==> src/rtl/writeback_regfile_pkg.sv <==
// Shared widths and fixed register indices for the write-back register file.
package writeback_regfile_pkg;
    localparam int DATA_W           = 32;
    localparam int IDX_W            = 5;
    localparam int REG_ZERO         = 0;
    localparam int DEFAULT_LINK_REG = 31;
endpackage

==> src/rtl/writeback_regfile_if.sv <==
// Write-back commit and decode-read signals between the pipeline and the register file.
interface writeback_regfile_if;
    import writeback_regfile_pkg::*;

    logic              reg_write_W;
    logic              mem_to_reg_W;
    logic              jump_W;
    logic [DATA_W-1:0] read_data_W;
    logic [DATA_W-1:0] alu_out_W;
    logic [DATA_W-1:0] pc_plus1_W;
    logic [IDX_W-1:0]  write_reg_W;
    logic [IDX_W-1:0]  rs_D;
    logic [IDX_W-1:0]  rt_D;
    logic [DATA_W-1:0] rd1_D;
    logic [DATA_W-1:0] rd2_D;
    logic [DATA_W-1:0] result_W;
    logic              wr_en_eff_W;
    logic [IDX_W-1:0]  dst_eff_W;

    modport master (
        output reg_write_W, mem_to_reg_W, jump_W, read_data_W, alu_out_W,
               pc_plus1_W, write_reg_W, rs_D, rt_D,
        input  rd1_D, rd2_D, result_W, wr_en_eff_W, dst_eff_W
    );

    modport slave (
        input  reg_write_W, mem_to_reg_W, jump_W, read_data_W, alu_out_W,
               pc_plus1_W, write_reg_W, rs_D, rt_D,
        output rd1_D, rd2_D, result_W, wr_en_eff_W, dst_eff_W
    );
endinterface

==> src/rtl/writeback_regfile_wb_select.sv <==
// Write-back value, destination and commit-enable selection; purely combinational, no backpressure.
// A link write (jump) overrides both the load/ALU select and the requested destination.
module writeback_regfile_wb_select
    import writeback_regfile_pkg::*;
#(
    parameter int LINK_REG = DEFAULT_LINK_REG
) (
    input  logic              reg_write,
    input  logic              mem_to_reg,
    input  logic              jump,
    input  logic [DATA_W-1:0] read_data,
    input  logic [DATA_W-1:0] alu_out,
    input  logic [DATA_W-1:0] pc_plus1,
    input  logic [IDX_W-1:0]  write_reg,
    output logic [DATA_W-1:0] result,
    output logic [IDX_W-1:0]  dst,
    output logic              wr_en
);
    always_comb begin
        result = alu_out;
        if (jump)
            result = pc_plus1;
        else if (mem_to_reg)
            result = read_data;

        dst   = jump ? IDX_W'(LINK_REG) : write_reg;
        wr_en = (reg_write | jump) && (dst != IDX_W'(REG_ZERO));
    end
endmodule

==> src/rtl/writeback_regfile.sv <==
// Register file with write-through bypass on all read ports and a committed-write counter.
// Writes land one edge after presentation; reads are combinational; never stalls.
module writeback_regfile
    import writeback_regfile_pkg::*;
#(
    parameter int NREGS    = 32,
    parameter int LINK_REG = DEFAULT_LINK_REG
) (
    input  logic                clk,
    input  logic                reset,
    writeback_regfile_if.slave  wb,
    input  logic [IDX_W-1:0]    dbg_addr,
    output logic [DATA_W-1:0]   dbg_data,
    output logic [DATA_W-1:0]   wb_count
);
    logic [DATA_W-1:0] regs [0:NREGS-1];

    writeback_regfile_wb_select #(
        .LINK_REG (LINK_REG)
    ) u_wb_select (
        .reg_write  (wb.reg_write_W),
        .mem_to_reg (wb.mem_to_reg_W),
        .jump       (wb.jump_W),
        .read_data  (wb.read_data_W),
        .alu_out    (wb.alu_out_W),
        .pc_plus1   (wb.pc_plus1_W),
        .write_reg  (wb.write_reg_W),
        .result     (wb.result_W),
        .dst        (wb.dst_eff_W),
        .wr_en      (wb.wr_en_eff_W)
    );

    // Index 0 short-circuits to zero, then the in-flight write wins over the array.
    function automatic logic [DATA_W-1:0] read_port(input logic [IDX_W-1:0] idx);
        if (idx == IDX_W'(REG_ZERO))
            return '0;
        else if (wb.wr_en_eff_W && (idx == wb.dst_eff_W))
            return wb.result_W;
        else if (int'(idx) < NREGS)
            return regs[idx];
        else
            return '0;
    endfunction

    always_comb begin
        wb.rd1_D = read_port(wb.rs_D);
        wb.rd2_D = read_port(wb.rt_D);
        dbg_data = read_port(dbg_addr);
    end

    always_ff @(posedge clk or posedge reset) begin
        if (reset) begin
            for (int i = 0; i < NREGS; i++)
                regs[i] <= '0;
            wb_count <= '0;
        end else if (wb.wr_en_eff_W) begin
            if (int'(wb.dst_eff_W) < NREGS)
                regs[wb.dst_eff_W] <= wb.result_W;
            wb_count <= wb_count + 1'b1;
        end
    end
endmodule

==> src/flat_wrapper.sv <==
// flat-port wrapper written by rule: the top's interface ports become plain ports
module writeback_regfile_flat import writeback_regfile_pkg::*;
#(
    parameter int NREGS    = 32,
    parameter int LINK_REG = DEFAULT_LINK_REG
)
  (clk, reset, dbg_addr, dbg_data, wb_count, wb_reg_write_W, wb_mem_to_reg_W, wb_jump_W, wb_read_data_W, wb_alu_out_W, wb_pc_plus1_W, wb_write_reg_W, wb_rs_D, wb_rt_D, wb_rd1_D, wb_rd2_D, wb_result_W, wb_wr_en_eff_W, wb_dst_eff_W);
  writeback_regfile_if wb_i ();
  input  logic clk;
  input  logic reset;
  input  logic [IDX_W-1:0] dbg_addr;
  output logic [DATA_W-1:0] dbg_data;
  output logic [DATA_W-1:0] wb_count;
  input wire logic [$bits(wb_i.reg_write_W)-1:0] wb_reg_write_W;
  input wire logic [$bits(wb_i.mem_to_reg_W)-1:0] wb_mem_to_reg_W;
  input wire logic [$bits(wb_i.jump_W)-1:0] wb_jump_W;
  input wire logic [$bits(wb_i.read_data_W)-1:0] wb_read_data_W;
  input wire logic [$bits(wb_i.alu_out_W)-1:0] wb_alu_out_W;
  input wire logic [$bits(wb_i.pc_plus1_W)-1:0] wb_pc_plus1_W;
  input wire logic [$bits(wb_i.write_reg_W)-1:0] wb_write_reg_W;
  input wire logic [$bits(wb_i.rs_D)-1:0] wb_rs_D;
  input wire logic [$bits(wb_i.rt_D)-1:0] wb_rt_D;
  output wire logic [$bits(wb_i.rd1_D)-1:0] wb_rd1_D;
  output wire logic [$bits(wb_i.rd2_D)-1:0] wb_rd2_D;
  output wire logic [$bits(wb_i.result_W)-1:0] wb_result_W;
  output wire logic [$bits(wb_i.wr_en_eff_W)-1:0] wb_wr_en_eff_W;
  output wire logic [$bits(wb_i.dst_eff_W)-1:0] wb_dst_eff_W;
  assign wb_i.reg_write_W = wb_reg_write_W;
  assign wb_i.mem_to_reg_W = wb_mem_to_reg_W;
  assign wb_i.jump_W = wb_jump_W;
  assign wb_i.read_data_W = wb_read_data_W;
  assign wb_i.alu_out_W = wb_alu_out_W;
  assign wb_i.pc_plus1_W = wb_pc_plus1_W;
  assign wb_i.write_reg_W = wb_write_reg_W;
  assign wb_i.rs_D = wb_rs_D;
  assign wb_i.rt_D = wb_rt_D;
  assign wb_rd1_D = wb_i.rd1_D;
  assign wb_rd2_D = wb_i.rd2_D;
  assign wb_result_W = wb_i.result_W;
  assign wb_wr_en_eff_W = wb_i.wr_en_eff_W;
  assign wb_dst_eff_W = wb_i.dst_eff_W;
  writeback_regfile #(.NREGS(NREGS), .LINK_REG(LINK_REG)) u_core (.clk(clk), .reset(reset), .wb(wb_i), .dbg_addr(dbg_addr), .dbg_data(dbg_data), .wb_count(wb_count));
endmodule
==> config.mk <==
export PLATFORM = sky130hd
export DESIGN_NAME = writeback_regfile_flat
export DESIGN_NICKNAME = d
export VERILOG_FILES = /design/src/rtl/writeback_regfile_pkg.sv /design/src/rtl/writeback_regfile_if.sv /design/src/rtl/writeback_regfile_wb_select.sv /design/src/rtl/writeback_regfile.sv /design/src/flat_wrapper.sv
export SDC_FILE = /design/constraint.sdc
export NUM_CORES = 2
export LEC_CHECK = 0
export CAP_MARGIN = 20
export CELL_PAD_IN_SITES_DETAIL_PLACEMENT = 0
export CELL_PAD_IN_SITES_GLOBAL_PLACEMENT = 1
export CORE_MARGIN = 1
export CORE_UTILIZATION = 50
export CTS_CLUSTER_SIZE = 40
export DETAILED_ROUTE_END_ITERATION = 12
export PLACE_DENSITY_LB_ADDON = 0.1
export SYNTH_ARGS = -nofsm -noshare
export SYNTH_HDL_FRONTEND = slang
export SYNTH_SLANG_ARGS = --single-unit
==> constraint.sdc <==
create_clock -name clk -period 43.5 [get_ports clk]
set_input_delay 6.525 -clock clk [delete_from_list [all_inputs] [get_ports clk]]
set_output_delay 6.525 -clock clk [all_outputs]
set_load 0.03 [all_outputs]
# --- Word-level counts from Yosys, hierarchy flattened ---
# Cells that the tools add are included.
totals:
  rom_bits: 0
  reg_bits: 1056
  latchBits: 0
  wordCells: 77
  input_bits: 121
  ramBits: 0
  memories: 0
classes:
  add_sub_neg: 1
  n_reduce_logical: 9
  n_lt_le_gt_ge: 5
  n_mul: 0
  bitwise_logic: 5
  eq_ne: 3
  shifts: 0
  div: 0
  n_mux: 21
ops:
  columns: ["cell", "n"]
  rows:
  - ["$bwmux 1024", 1]
  - ["$bmux 32 s5", 3]
  - ["$mux 32", 15]
  - ["$demux 32 s5", 1]
  - ["$add 32x1->32 const B", 1]
  - ["$ge 6x6->1 const B", 4]
  - ["$not 5->6", 4]
  - ["$eq 5x5->1", 3]
  - ["$logic_not 5->1", 3]
  - ["$lt 6x1->1 const B", 1]
  - ["$logic_and 1x1->1", 5]
  - ["$mux 5", 1]
  - ["$reduce_bool 5->1", 1]
  - ["$or 1x1->1", 1]

# --- Depth between registers and ports, before layout ---
depth:
  ltp_word: 7
  depth_mapped: 10

# --- By module ---
# Synthesis repeated with hierarchy kept, for this count alone.
hier_totals:
  cells_unflattened: 4665
  area_unflattened_um2: 66447.5
by_module_without_submodules:
  columns: ["module", "area_per_inst_um2", "n_inst", "cells_each"]
  rows:
  - ["writeback_regfile", 65718.0, 1, 4550]
  - ["writeback_regfile_wb_select", 729.4, 1, 115]

# --- Worst setup path after synthesis ---
# OpenSTA, ideal clock, no wires.
synth_timing:
  kind: "input-to-output"
  startpoint: "in wb_write_reg_W[2]"
  endpoint: "out dbg_data[24]"
  t_arrival_ns: 8.881
  setup_slack_ns: 28.094
  path_stages: 8
  path_buffers: 2
  cell_sequence: "clkbuf_1 nor2_4 inv_1 nor3_1 o22a_1 and2_1 buf_2 o41ai_1"
synth_via:
  elab_chain_cells: 6
  elab_cells_between_ends: 7
synth_rtl:
  columns: ["item", "line_no", "text"]
  rows:
  - ["start: declaration", "flat_wrapper.sv:20", "input wire logic [$bits(wb_i.write_reg_W)-1:0] wb_write_reg_W;"]
  - ["$mux 5 (*)", "writeback_regfile_wb_select.sv:26", "dst = jump ? IDX_W'(LINK_REG) : write_reg;"]
  - ["net wb_dst_eff_W[2]", "flat_wrapper.sv:27", "output wire logic [$bits(wb_i.dst_eff_W)-1:0] wb_dst_eff_W;"]
  - ["$reduce_bool 5->1", "writeback_regfile_wb_select.sv:27", "wr_en = (reg_write | jump) && (dst != IDX_W'(REG_ZERO));"]
  - ["$logic_and 1x1->1", "writeback_regfile_wb_select.sv:27", null]
  - ["$logic_and 1x1->1 (*)", "writeback_regfile.sv:37", "else if (wb.wr_en_eff_W && (idx == wb.dst_eff_W))"]
  - ["$mux 32 (*)", "writeback_regfile.sv:37", null]
  - ["$mux 32 (*)", "writeback_regfile.sv:35", "if (idx == IDX_W'(REG_ZERO))"]
  - ["end: declaration", "flat_wrapper.sv:12", "output logic [DATA_W-1:0] dbg_data;"]
# Mark *: on every way through the listed nets, which the timed path passes. The rest lies on a longest branch.

# --- Worst setup path in the final report ---
layout_timing:
  startpoint: "in wb_rs_D[0]"
  endpoint: "out wb_rd1_D[4]"
layout_via:
  elab_chain_cells: 6
  elab_cells_between_ends: 9
layout_rtl:
  columns: ["item", "line_no", "text"]
  rows:
  - ["start: declaration", "flat_wrapper.sv:21", "input wire logic [$bits(wb_i.rs_D)-1:0] wb_rs_D;"]
  - ["$not 5->6 (implied by the code)", "writeback_regfile.sv:40", "return regs[idx];"]
  - ["$bmux 32 s5", "writeback_regfile.sv:40", null]
  - ["$mux 32 (implied by the code) (2 in series)", "writeback_regfile.sv:40", null]
  - ["$mux 32", "writeback_regfile.sv:37", null]
  - ["$mux 32 (*)", "writeback_regfile.sv:35", null]
  - ["end: declaration", "flat_wrapper.sv:23", "output wire logic [$bits(wb_i.rd1_D)-1:0] wb_rd1_D;"]
# Mark *: on every way between the ends. The rest lies on a longest branch, timed or not. The select of a mux whose other input is x is not followed.

==> results.md <==
* Number of port buffers at ~290
* Final setup fails at 0
* First-pass GRT wire length at ~400 mm
* Yosys cell types at 74
* Worst hold slack at 0.402 ns
* Clk pwr share at 0.356
* Crit. End Element: primary output
* Skew final at 0.0132 ns
* Total of max-cap violations at 0
* Leak at approximately 30 nW
* Worst-Margin Slew at roughly 1.3 ns
* Final worst path period share at 0.423
* Nature of the critical path startpoint: input pin
* Drc violations at 0
* Crit path max fanout at between 40 and 50
* Class of the worst hold path: reg -> reg
* Switching share of power at 0.324
* Arr. time, crit path at around 12 ns
* Post-Route WL at 293 mm
* Fmax achieved at roughly 0.054 GHz
* Core outline area at about 0.13 sq mm
* Fin. Hold Viols at 0
* Cell count after synthesis at roughly 6,000
* Setup Buffers After CTS at 0
* Tmin final at between 15 and 20 ns
* Sequential area share after synthesis at 0.410
* Setup TNS at 0 ns
* Fin. max-slew vios at 0
* CTS root buf: clkbuf_16
* Antenna violations before repair at 18
* Status: completed
* Vias in the first global route at between 50,000 and 60,000
* Clock Path Buffers at 3
* Area occupied by multi-input gates at 0.0354 sq mm
* Share of cells above drive strength 1 at 0.210
* Drt initial violations at between 8,000 and 9,000
* Antenna viol nets, final at 0
* Synthesized cell area at between 0.06 and 0.07 sq mm
* Vias/cell at approximately 7.2
* Reg clk slew, reported paths at about 0.060 ns
* Routability congestion estimate at roughly 1
* Num ports at roughly 290
* Hold_buf cts at 0
* Syn-to-layout area delta at 12.6%
* CTS buffer count at 120
* Post-synth EDFFs at 0
* Comb pwr share at 0.236
* Pwr/cell area at 42.0 mW/mm^2
* Die Wd at roughly 360 microns
* Syn Nets at 6,104
* Clock Sinks at 1,056
* Asr flop ratio synth at 1.00
* Max_slew headroom at 0.152
* Die span in y at around 360 microns
* Syn Area/Cell at 10.8 sq um
* #FFs+latches synth at around 1,100
* TritonCTS clock tree: done
* Sequential share of power at 0.408
* Fillers at 11,000
* Initial core utilization at 0.505
* Via count at 55,600
* Placement Cell Area at 0.0683 sq mm
* GRT Residual Overflow at 0
* Max VDD drop at between 30 and 40 uV
* Unrepaired setup endpoints after global routing: no
* GRT Util Overall at 0.449
* Nets at between 6,000 and 7,000
* First-pass DRT Iterations at 8
* Warnings from Yosys at 0
* Die area at 0.130 sq mm
* Post-synth top flop: dfrtp_1
* WP data required at approximately 37 ns
* Rows at around 130
* # H-tree levels at 3
* Post-detail-place hpwl at approximately 180 mm
* Internal Power at roughly 2.1 mW
* Fin util at 0.568
* Design Area, Final at 0.0726 sq mm
* Largest net degree at the start of global routing at approximately 150
* Post-CTS sizing at 0
* Worst skew pair latency at ~0.76 ns
* Switching power at 0.989 mW
* Kind of critical path: in -> out
* Sequential cell area at roughly 0.026 sq mm
* Drt wl/cell at 38.1 microns
area by class of cell:
type | count | share of cell area
Antenna cell | 18 | 0.000621
Multi-Input combinational cell | 4218 | 0.487
Clock buffer | 182 | 0.0503
Clock inverter | 31 | 0.00645
Inverter | 52 | 0.00283
Tap cell | 1662 | 0.0287
Timing Repair Buffer | 466 | 0.0599
Sequential cell | 1056 | 0.364
metal layers:
metal  track usage  part of all wire  vias up
met5             0           0.00090        -
met4         0.276             0.069       18
met3         0.173              0.15     1003
met2         0.623              0.42     4282
met1         0.592              0.37    28100
li1              -                 -    22200
path summary, 6_finish.rpt:
path	slack, ns	cells after the start	from	endpoint
worst max-delay path	25.10	10	wb_rs_D[0]	wb_rd1_D[4]
worst min register to register	0.40	0	u_core.regs[1010]	u_core.regs[1010]
min in group asynchronous	6.29	2	reset	u_core.regs[735]
worst max register to register	41.48	5	u_core.wb_count[11]	u_core.wb_count[28]
max in group asynchronous	32.36	7	reset	u_core.regs[916]
worst min-delay path	0.40	0	u_core.regs[1010]	u_core.regs[1010]
cells in the final DEF (no fill, tap or decap), types with 38 or more instances in the layout:
cell / instances
nand2_1: 1074
nand2b_1: 41
buf_4: 171
nor2_1: 70
clkdlybuf4s50_1: 271
dfrtp_1: 1056
mux2_2: 117
a22o_1: 38
a22oi_1: 60
o22ai_1: 158
o31ai_1: 47
inv_1: 49
mux2i_1: 311
clkbuf_16: 125
a211oi_1: 68
o21ai_0: 1040
a21oi_1: 75
mux4_2: 633
stage by stage:
stage	setup WS, ns	cells	total power, mW
global placement	25.19	7443	1.94
detailed placement	25.19	7448	1.96
finish	25.10	7685	3.05
floorplan	7.25	5982	1.68
global route	25.01	7668	3.14
CTS	25.22	7661	3.03
critical path: stages:
cell	delay [ns]
buf_8	0.39
buf_4	0.57
buf_4	0.71
buf_4	0.87
mux4_2	0.62
a22oi_1	0.19
o21ai_0	0.18
a211oi_1	0.66
a211oi_1	0.27
clkdlybuf4s50_1	0.68
synth_stat cells, types with 39 or more instances:
master,instances,area (sq um)
o31ai_1,49,368
o21ai_0,1042,5220
buf_4,52,390
inv_1,51,191
a211oi_1,71,533
nand2b_1,45,282
a22oi_1,60,450
o22ai_1,159,995
mux2_2,117,1320
mux4_2,633,14300
nor3_1,39,195
a21oi_1,80,400
mux2i_1,311,3110
nand2_1,1106,4150
clkbuf_1,420,1580
buf_2,155,776
dfrtp_1,1056,26400
nor2_1,73,274
sequential cells by signal, indices dropped and copies added (netlist names):
signal,cells
u_core.wb_count,32
u_core.regs,1024
logic make-up after synthesis:
family / share of synthesized area
adder cells (fa/ha/maj): 0.000194
XOR/XNOR: 0.00516
multiplexers: 0.290
buffers and inverters: 0.0477
flip-flops: 0.410
AND/OR/NAND/NOR: 0.0927
AO/OA/AOI/OAI: 0.155
power by group through the flow:
stage | clock [mW] | combinational [mW] | sequential (mW)
after detailed placement | 0 | 0.701 | 1.25
final | 1.09 | 0.721 | 1.24
after global routing | 1.12 | 0.759 | 1.26
after global placement | 0 | 0.691 | 1.25
after floorplan | 0 | 0.460 | 1.22
after CTS | 1.09 | 0.703 | 1.24
No activity file was read; power rests on OpenSTA's default activity.
